<file path="config.mk">
export PLATFORM = sky130hd
export DESIGN_NAME = uart_rx
export DESIGN_NICKNAME = d
export VERILOG_FILES = /design/src/rtl/uart_rx.sv
export SDC_FILE = /design/constraint.sdc
export NUM_CORES = 1
export LEC_CHECK = 0
export CORE_ASPECT_RATIO = 0.8
export CORE_MARGIN = 2
export CORE_UTILIZATION = 38
export CTS_CLUSTER_SIZE = 14
export DETAILED_ROUTE_END_ITERATION = 6
export PLACE_DENSITY = 0.64
export SYNTH_ARGS = -nofsm -noshare
export SYNTH_HDL_FRONTEND = slang
export SYNTH_SLANG_ARGS = --single-unit
export TNS_END_PERCENT = 5
</file>
<file path="constraint.sdc">
create_clock -name Clk -period 2.6 [get_ports Clk]
set_clock_uncertainty 0.05 [all_clocks]
set_input_delay 0.78 -clock Clk [delete_from_list [all_inputs] [get_ports Clk]]
set_output_delay 0.78 -clock Clk [all_outputs]
set_load 0.03 [all_outputs]
</file>
<file path="src/rtl/uart_rx.sv">
// UART receiver: 2-flop synchronizer, mid-bit sampling FSM, MSB-first deserializer
// with even parity, stop-bit and break detection, plus registered RTS flow control.
module uart_rx #(
  parameter int SYSCLK_RATE = 100000000,
  parameter int BAUD_RATE   = 9600,
  parameter int DATA_BITS   = 8,
  parameter int PARITY_BIT  = 1,
  parameter int STOP_BITS   = 2
) (
  input  logic                 Clk,
  input  logic                 Rst,
  input  logic                 Rx,
  input  logic                 FIFO_Full,
  output logic [DATA_BITS-1:0] Data_Out,
  output logic                 Data_Rdy,
  output logic [2:0]           Rx_Error,
  output logic                 RTS,
  output logic                 Rx_Busy
);

  localparam int CLKS_PER_BIT = SYSCLK_RATE / BAUD_RATE;
  localparam int CW           = $clog2(CLKS_PER_BIT);
  localparam logic [CW-1:0] HALF_M1   = CW'(CLKS_PER_BIT / 2 - 1);
  localparam logic [CW-1:0] FULL_M1   = CW'(CLKS_PER_BIT - 1);
  localparam logic [2:0]    LAST_DATA = 3'(DATA_BITS - 1);
  localparam logic [2:0]    LAST_STOP = 3'(STOP_BITS - 1);

  typedef enum logic [2:0] {IDLE, START, DATA, PARITY, STOP, BRK_WAIT} state_t;

  state_t               state, state_n;
  logic                 rx_m, rx_s;
  logic [CW-1:0]        cnt;
  logic [2:0]           bit_cnt;
  logic [DATA_BITS-1:0] sh;
  logic                 line_hi, par_err, frm_err;
  logic                 tick, done, brk;

  always_comb begin
    state_n = state;
    tick    = 1'b0;
    done    = 1'b0;
    brk     = 1'b0;
    case (state)
      IDLE: if (!rx_s) state_n = START;
      START: begin
        tick = (cnt == HALF_M1);
        if (tick) state_n = rx_s ? IDLE : DATA;
      end
      DATA: begin
        tick = (cnt == FULL_M1);
        if (tick && bit_cnt == LAST_DATA) state_n = (PARITY_BIT != 0) ? PARITY : STOP;
      end
      PARITY: begin
        tick = (cnt == FULL_M1);
        if (tick) state_n = STOP;
      end
      STOP: begin
        tick = (cnt == FULL_M1);
        if (tick && bit_cnt == LAST_STOP) begin
          done    = 1'b1;
          // break: nothing after the start bit was ever seen high, this sample included
          brk     = !line_hi && !rx_s;
          state_n = brk ? BRK_WAIT : IDLE;
        end
      end
      BRK_WAIT: if (rx_s) state_n = IDLE;
      default: state_n = IDLE;
    endcase
  end

  always_ff @(posedge Clk) begin
    if (Rst) begin
      rx_m     <= 1'b1;
      rx_s     <= 1'b1;
      state    <= IDLE;
      Rx_Busy  <= 1'b0;
      RTS      <= 1'b0;
      cnt      <= '0;
      bit_cnt  <= '0;
      sh       <= '0;
      line_hi  <= 1'b0;
      par_err  <= 1'b0;
      frm_err  <= 1'b0;
      Data_Rdy <= 1'b0;
      Data_Out <= '0;
      Rx_Error <= 3'b000;
    end else begin
      rx_m    <= Rx;
      rx_s    <= rx_m;
      RTS     <= !FIFO_Full;
      state   <= state_n;
      Rx_Busy <= (state_n != IDLE);
      cnt     <= (state == IDLE || tick) ? '0 : cnt + 1'b1;

      // bit_cnt restarts whenever a sample moves the FSM to a new phase
      if (state == IDLE || (tick && state_n != state)) bit_cnt <= '0;
      else if (tick)                                  bit_cnt <= bit_cnt + 1'b1;

      if (state == IDLE) begin
        line_hi <= 1'b0;
        par_err <= 1'b0;
        frm_err <= 1'b0;
      end else if (tick) begin
        case (state)
          DATA: begin
            sh      <= (sh << 1) | DATA_BITS'(rx_s);
            line_hi <= line_hi | rx_s;
          end
          PARITY: begin
            par_err <= (rx_s != ^sh);
            line_hi <= line_hi | rx_s;
          end
          STOP: begin
            if (!rx_s) frm_err <= 1'b1;
            line_hi <= line_hi | rx_s;
          end
          default: ;
        endcase
      end

      Data_Rdy <= done;
      if (done) begin
        Data_Out <= brk ? '0 : sh;
        Rx_Error <= brk ? 3'b001 : {frm_err | ~rx_s, par_err, 1'b0};
      end
    end
  end

endmodule

</file>
=== Word-level counts from Yosys, hierarchy flattened ===
Index checks and enable logic that the tools add are counted.

* Register bits: 47
* Input bits: 4
* Output and inout port bits: 14
* Word-level logic and storage cells: 68

* Add/subtract/negate cells: 2
* Equality and inequality tests: 11
* Muxes and demuxes: 16
* Bitwise operators: 5
* Reductions and logical operators: 20

{| class="wikitable"
|+ Operator list
! kind !! number
|-
| 2-to-1 mux 3 bit || 8
|-
| one-hot mux 3 bit (6 select lines) || 1
|-
| adder 14 x 1 -> 14 bit, second input constant || 1
|-
| equality test 14 x 13 -> 1 bit, second input constant || 1
|-
| equality test 14 bit, second input constant || 1
|-
| equality test 3 bit, second input constant || 3
|-
| 2-to-1 mux 8 bit || 1
|-
| bitwise OR 8 x 1 -> 8 bit || 1
|-
| XOR reduction 8 bit || 1
|-
| equality test 3 x 1 -> 1 bit, second input constant || 2
|-
| equality test 3 x 2 -> 1 bit, second input constant || 2
|-
| AND reduction 3 bit || 2
|-
| OR reduction 2 bit || 3
|-
| logical AND 1 bit || 4
|-
| 2-to-1 mux 1 bit || 4
|-
| AND reduction 2 bit || 2
|-
| adder 3 x 1 -> 3 bit, second input constant || 1
|-
| logical NOT 1 bit || 3
|-
| logical NOT 3 bit || 1
|-
| inequality test 3 bit || 1
|-
| nonzero test 3 bit || 1
|-
| OR reduction 3 bit || 1
|-
| logical OR 1 bit || 2
|-
| 2-to-1 mux 2 bit || 1
|-
| 4 further kinds || 6
|}

=== Logic depth before layout (Yosys ltp) ===
* Word-level depth: 9
* Mapped depth: 9
* Mapped depth without buffers: 8

=== Worst setup path before layout ===
OpenSTA, ideal clock, no wires.

* Kind: register to register
* From: register cnt[0]
* To: register bit_cnt[2]
* Library setup time: 0.115 ns
* Arrival time: 1.839 ns
* Required time: 2.435 ns
* Setup slack: 0.596 ns
* Stages on the path, launching flop included: 9
* Path buffers: 1
* Clock period less this slack: 2.004 ns
* Path through: dfxtp_1 > ha_1 > and4_4 > and4_1 > buf_6 > a22oi_2 > o21ai_4 > mux2_1 > and2_1

* Word-level cells in the longest chain between the ends: 8
* Elaborated cells between the ends (all ways): 14
* Those cells by class: eq/ne: 3; mux: 6; reduce/logical: 5

{| class="wikitable"
|+ RTL lines
! element !! RTL line !! RTL
|-
| start: declaration || 32 || <nowiki>logic [CW-1:0] cnt;</nowiki>
|-
| start signal: assignment || 93 || <nowiki>cnt <= (state == IDLE || tick) ? '0 : cnt + 1'b1;</nowiki>
|-
| equality test 14 bit || 50, 54, 58 ||
|-
| logical AND 1 bit, on equally long branches || 59, 51 ||
|-
| 2-to-1 mux 3 bit, on equally long branches || 59, 51 ||
|-
| one-hot mux 3 bit (6 select lines) || 43 || <nowiki>case (state)</nowiki>
|-
| inequality test 3 bit || 96 || <nowiki>if (state == IDLE || (tick && state_n != state)) bit_cnt <= '0;</nowiki>
|-
| logical AND 1 bit || 96 ||
|-
| logical OR 1 bit || 96 ||
|-
| OR reduction 2 bit (no source line) || -- ||
|-
| end signal: assignment || 97 || <nowiki>else if (tick) bit_cnt <= bit_cnt + 1'b1;</nowiki>
|-
| end: declaration || 33 || <nowiki>logic [2:0] bit_cnt;</nowiki>
|}

Parallel ways exist; a longest one is shown, timed or not.
A chain may end at the register's enable or synchronous reset.

=== Worst setup path in the final report ===
Ends and elaborated chain as after synthesis.

==> impl_results.md <==
- Run status: finished, final reports clean
- Sequential share of the synthesized area: a little over two fifths
- Tot Pwr: roughly 1.3 mW
- Hold Fails Final Rpt: 0
- Area Growth Syn to Fin: 13.9%
- First-pass GRT wire length: 7.12 mm
- Hold WS: 0.366 ns
- Vias after detailed routing: roughly 1700
- Largest net degree at the start of global routing: 29
- Critical path launch point type: flop
- Post-synth top area share: 42.2%
- GRT Residual Overflow: 0
- Final instance area: 2540 µm²
- Antenna diodes: 0
- Clock Latency Late Sink: 0.31 ns
- Post-CTS sizing: 0
- Postcts setup bufs: 0
- Max Slew Vio Count: 0
- GPL Wtd Cong: 0.940
- Required time worst endpoint: 2.76 ns
- Clk buf depth: 2
- Synth unique cells: 48
- Final setup TNS: 0 ns
- Most common cell after layout, fill and taps aside: dfxtp_1
- Type of the most critical hold path: flop to flop
- Nets: 270
- Critical path, cell by cell: ha_1 > and4_4 > and4_2 > a22oi_2 > o21ai_4 > mux2_1 > and2_1
- Data arrival, critical path: 2.47 ns
- Crit Path Category: flop to flop
- Die area: 6500 µm²
- Synth Instances: 249
- Multi-input gate area: 1170 µm²
- Area contributors post-synth: dfxtp_1 42%, nor2_1 7.1%, xor2_1 4.7%, mux2i_1 4.5%, nand3_1 4.3%
- Initial antenna violation count: 0
- Relative slew slack: 67.3%
- Peak VDD IR: 0.180 mV
- Max Cap Violations: 0
- RSZ-0062 raised after global routing: false
- Worst reg2reg path startpoint: cnt[0]
- DRC viols: 0
- H-tree depth: 2
- Synth area leader: dfxtp_1
- Clock root cell: clkbuf_8
- Least-Margin Pin Slew: 0.490 ns
- Primary FF master, synth: dfxtp_1
- Detail Route Antenna Nets: 0
- CP max stage cell: and4_2
- Ys async rst share: 0%
- HP Start: rx_m
- Flop and latch count out of synthesis: 47
- EDFF count, synth: 0
- Synth Area per Inst: 8.96 µm²
- Vias per cell: 5.06
- CP endpoint kind: flop
- Crit path from: cnt[0]
- Most frequent cells in the layout: 47 x dfxtp_1, 42 x nor2_1, 19 x nand3_1, 19 x nand2_1, 17 x clkdlybuf4s50_1
- Vias in the first global route: 1464
- I/O Buffers: 17
- Syn_nets: 257
- Post-Syn Area: 2230 µm²
- Gr usage total: 14.1%
- Final wirelength: between 4 and 5 mm
- Fillers: 545
- Crit path max fanout: 16
- Max incr delay on CP: 0.42 ns
- Leakage: 0.922 nW
- Num rows: 24
- Area of the core: about 5600 µm²
- Router iterations before antenna repair: 4
- Final Core Density: 45.7%
- Die height: 72.5 µm
- Tmin final: 2.31 ns
- CTS buffer count: 5
- PwrDens: 520 nW/µm²
- Num ports: 18
- Starting density of the core: 40.2%
- DRT iter0 DRCs: 110
- Area after DPL: around 2400 µm²
- CTS tree: built
- Clock-pin transition on the worst setup and hold timing paths: 0.09 ns
- Register area: 941 µm²
- Yosys synthesis warning count: 0
- Final Cycle Share: roughly 89%
- Chip width: 89.7 µm
- Clock Sinks: 47
- Cts hold-fix bufs: 0
- Dpl hpwl: 2.92 mm
- WL per Instance: ~12 µm
- Final setup fails: 0
- Fmax achieved: 432 MHz
- Layout cell share with drive strength beyond 1: 11.8%
[cells by family (layout without fill, tap and decap cells)]
kind of cell / Yosys count / after routing / synth area share [%]
AND/OR/NAND/NOR: 110 / 110 / 25.2
flip-flops: 47 / 47 / 42.2
AO/OA/AOI/OAI: 34 / 34 / 11.2
XOR/XNOR: 22 / 22 / 8.64
buffers and inverters: 21 / 35 / 5.55
multiplexers: 11 / 11 / 4.99
adder cells (fa/ha/maj): 4 / 4 / 2.24
[cell type report]
type,count,share of cell area [%]
clock inverters,3,1.72
repair buffers,21,7.88
well taps,78,3.84
clock buffers,5,2.71
multi-input cells,181,45.9
flip-flops and latches,47,37.0
inverters,6,0.886
[layer usage]
layer | share of wire [%] | track usage (%) | up-vias | wire length, µm
li1 | - | - | 882 | -
met3 | 6.0 | 3.98 | 2 | 252
met4 | 0.59 | 5.14 | 0 | 25
met1 | 52 | 21.8 | 787 | 2170
met2 | 42 | 18.1 | 55 | 1760
met5 | 0 | 0 | - | 0
[through the flow]
step | std cells | worst slack, ns
after floorplan | 249 | 0.596
after global placement | 333 | 0.236
after detailed placement | 333 | 0.133
after CTS | 341 | 0.141
after global routing | 341 | 0.106
final | 341 | 0.286
[state kept, by name, indices dropped and copies added, names as in the netlist]
signal,count
RTS,1
par_err,1
Rx_Busy,1
rx_m,1
Data_Rdy,1
sh,8
Data_Out,8
frm_err,1
rx_s,1
bit_cnt,3
line_hi,1
cnt,14
Rx_Error,3
state,3
[worst paths after layout]
path / end / slack (ns) / cells past startpoint
min: rx_s / 0.37 / 1
min reg2reg: rx_s / 0.37 / 1
max: bit_cnt[2] / 0.29 / 7
max reg2reg: bit_cnt[2] / 0.29 / 7
[synth_stat cells, types with 3 or more instances]
| cell type | n |
|---|---|
| mux2i_1 | 10 |
| nand2_1 | 19 |
| inv_1 | 6 |
| nand4_1 | 4 |
| buf_6 | 3 |
| nor2b_1 | 3 |
| and3_2 | 4 |
| a21oi_1 | 12 |
| clkbuf_1 | 4 |
| dfxtp_1 | 47 |
| or2_2 | 5 |
| a211oi_1 | 3 |
| and4_1 | 3 |
| xor2_1 | 12 |
| buf_2 | 6 |
| nand3_1 | 19 |
| xnor2_1 | 10 |
| nor2_1 | 42 |
| ha_1 | 4 |
[power breakdown]
| group | switching (mW) | internal, mW |
|---|---|---|
| clock network | 0.260 | 0.287 |
| logic | 0.0270 | 0.0185 |
| registers | 0.00596 | 0.724 |
| total | 0.293 | 1.03 |
[critical path: cells and delay by family, from the launching register on]
family	cells	cell delay [ns]
DFF	1	0.38
AOI/OAI and AO/OA	2	0.37
muxes	1	0.33
adders and majority gates	1	0.25
and+or+nand+nor	3	0.84
Note: power is estimated with default switching activity, not from simulation.
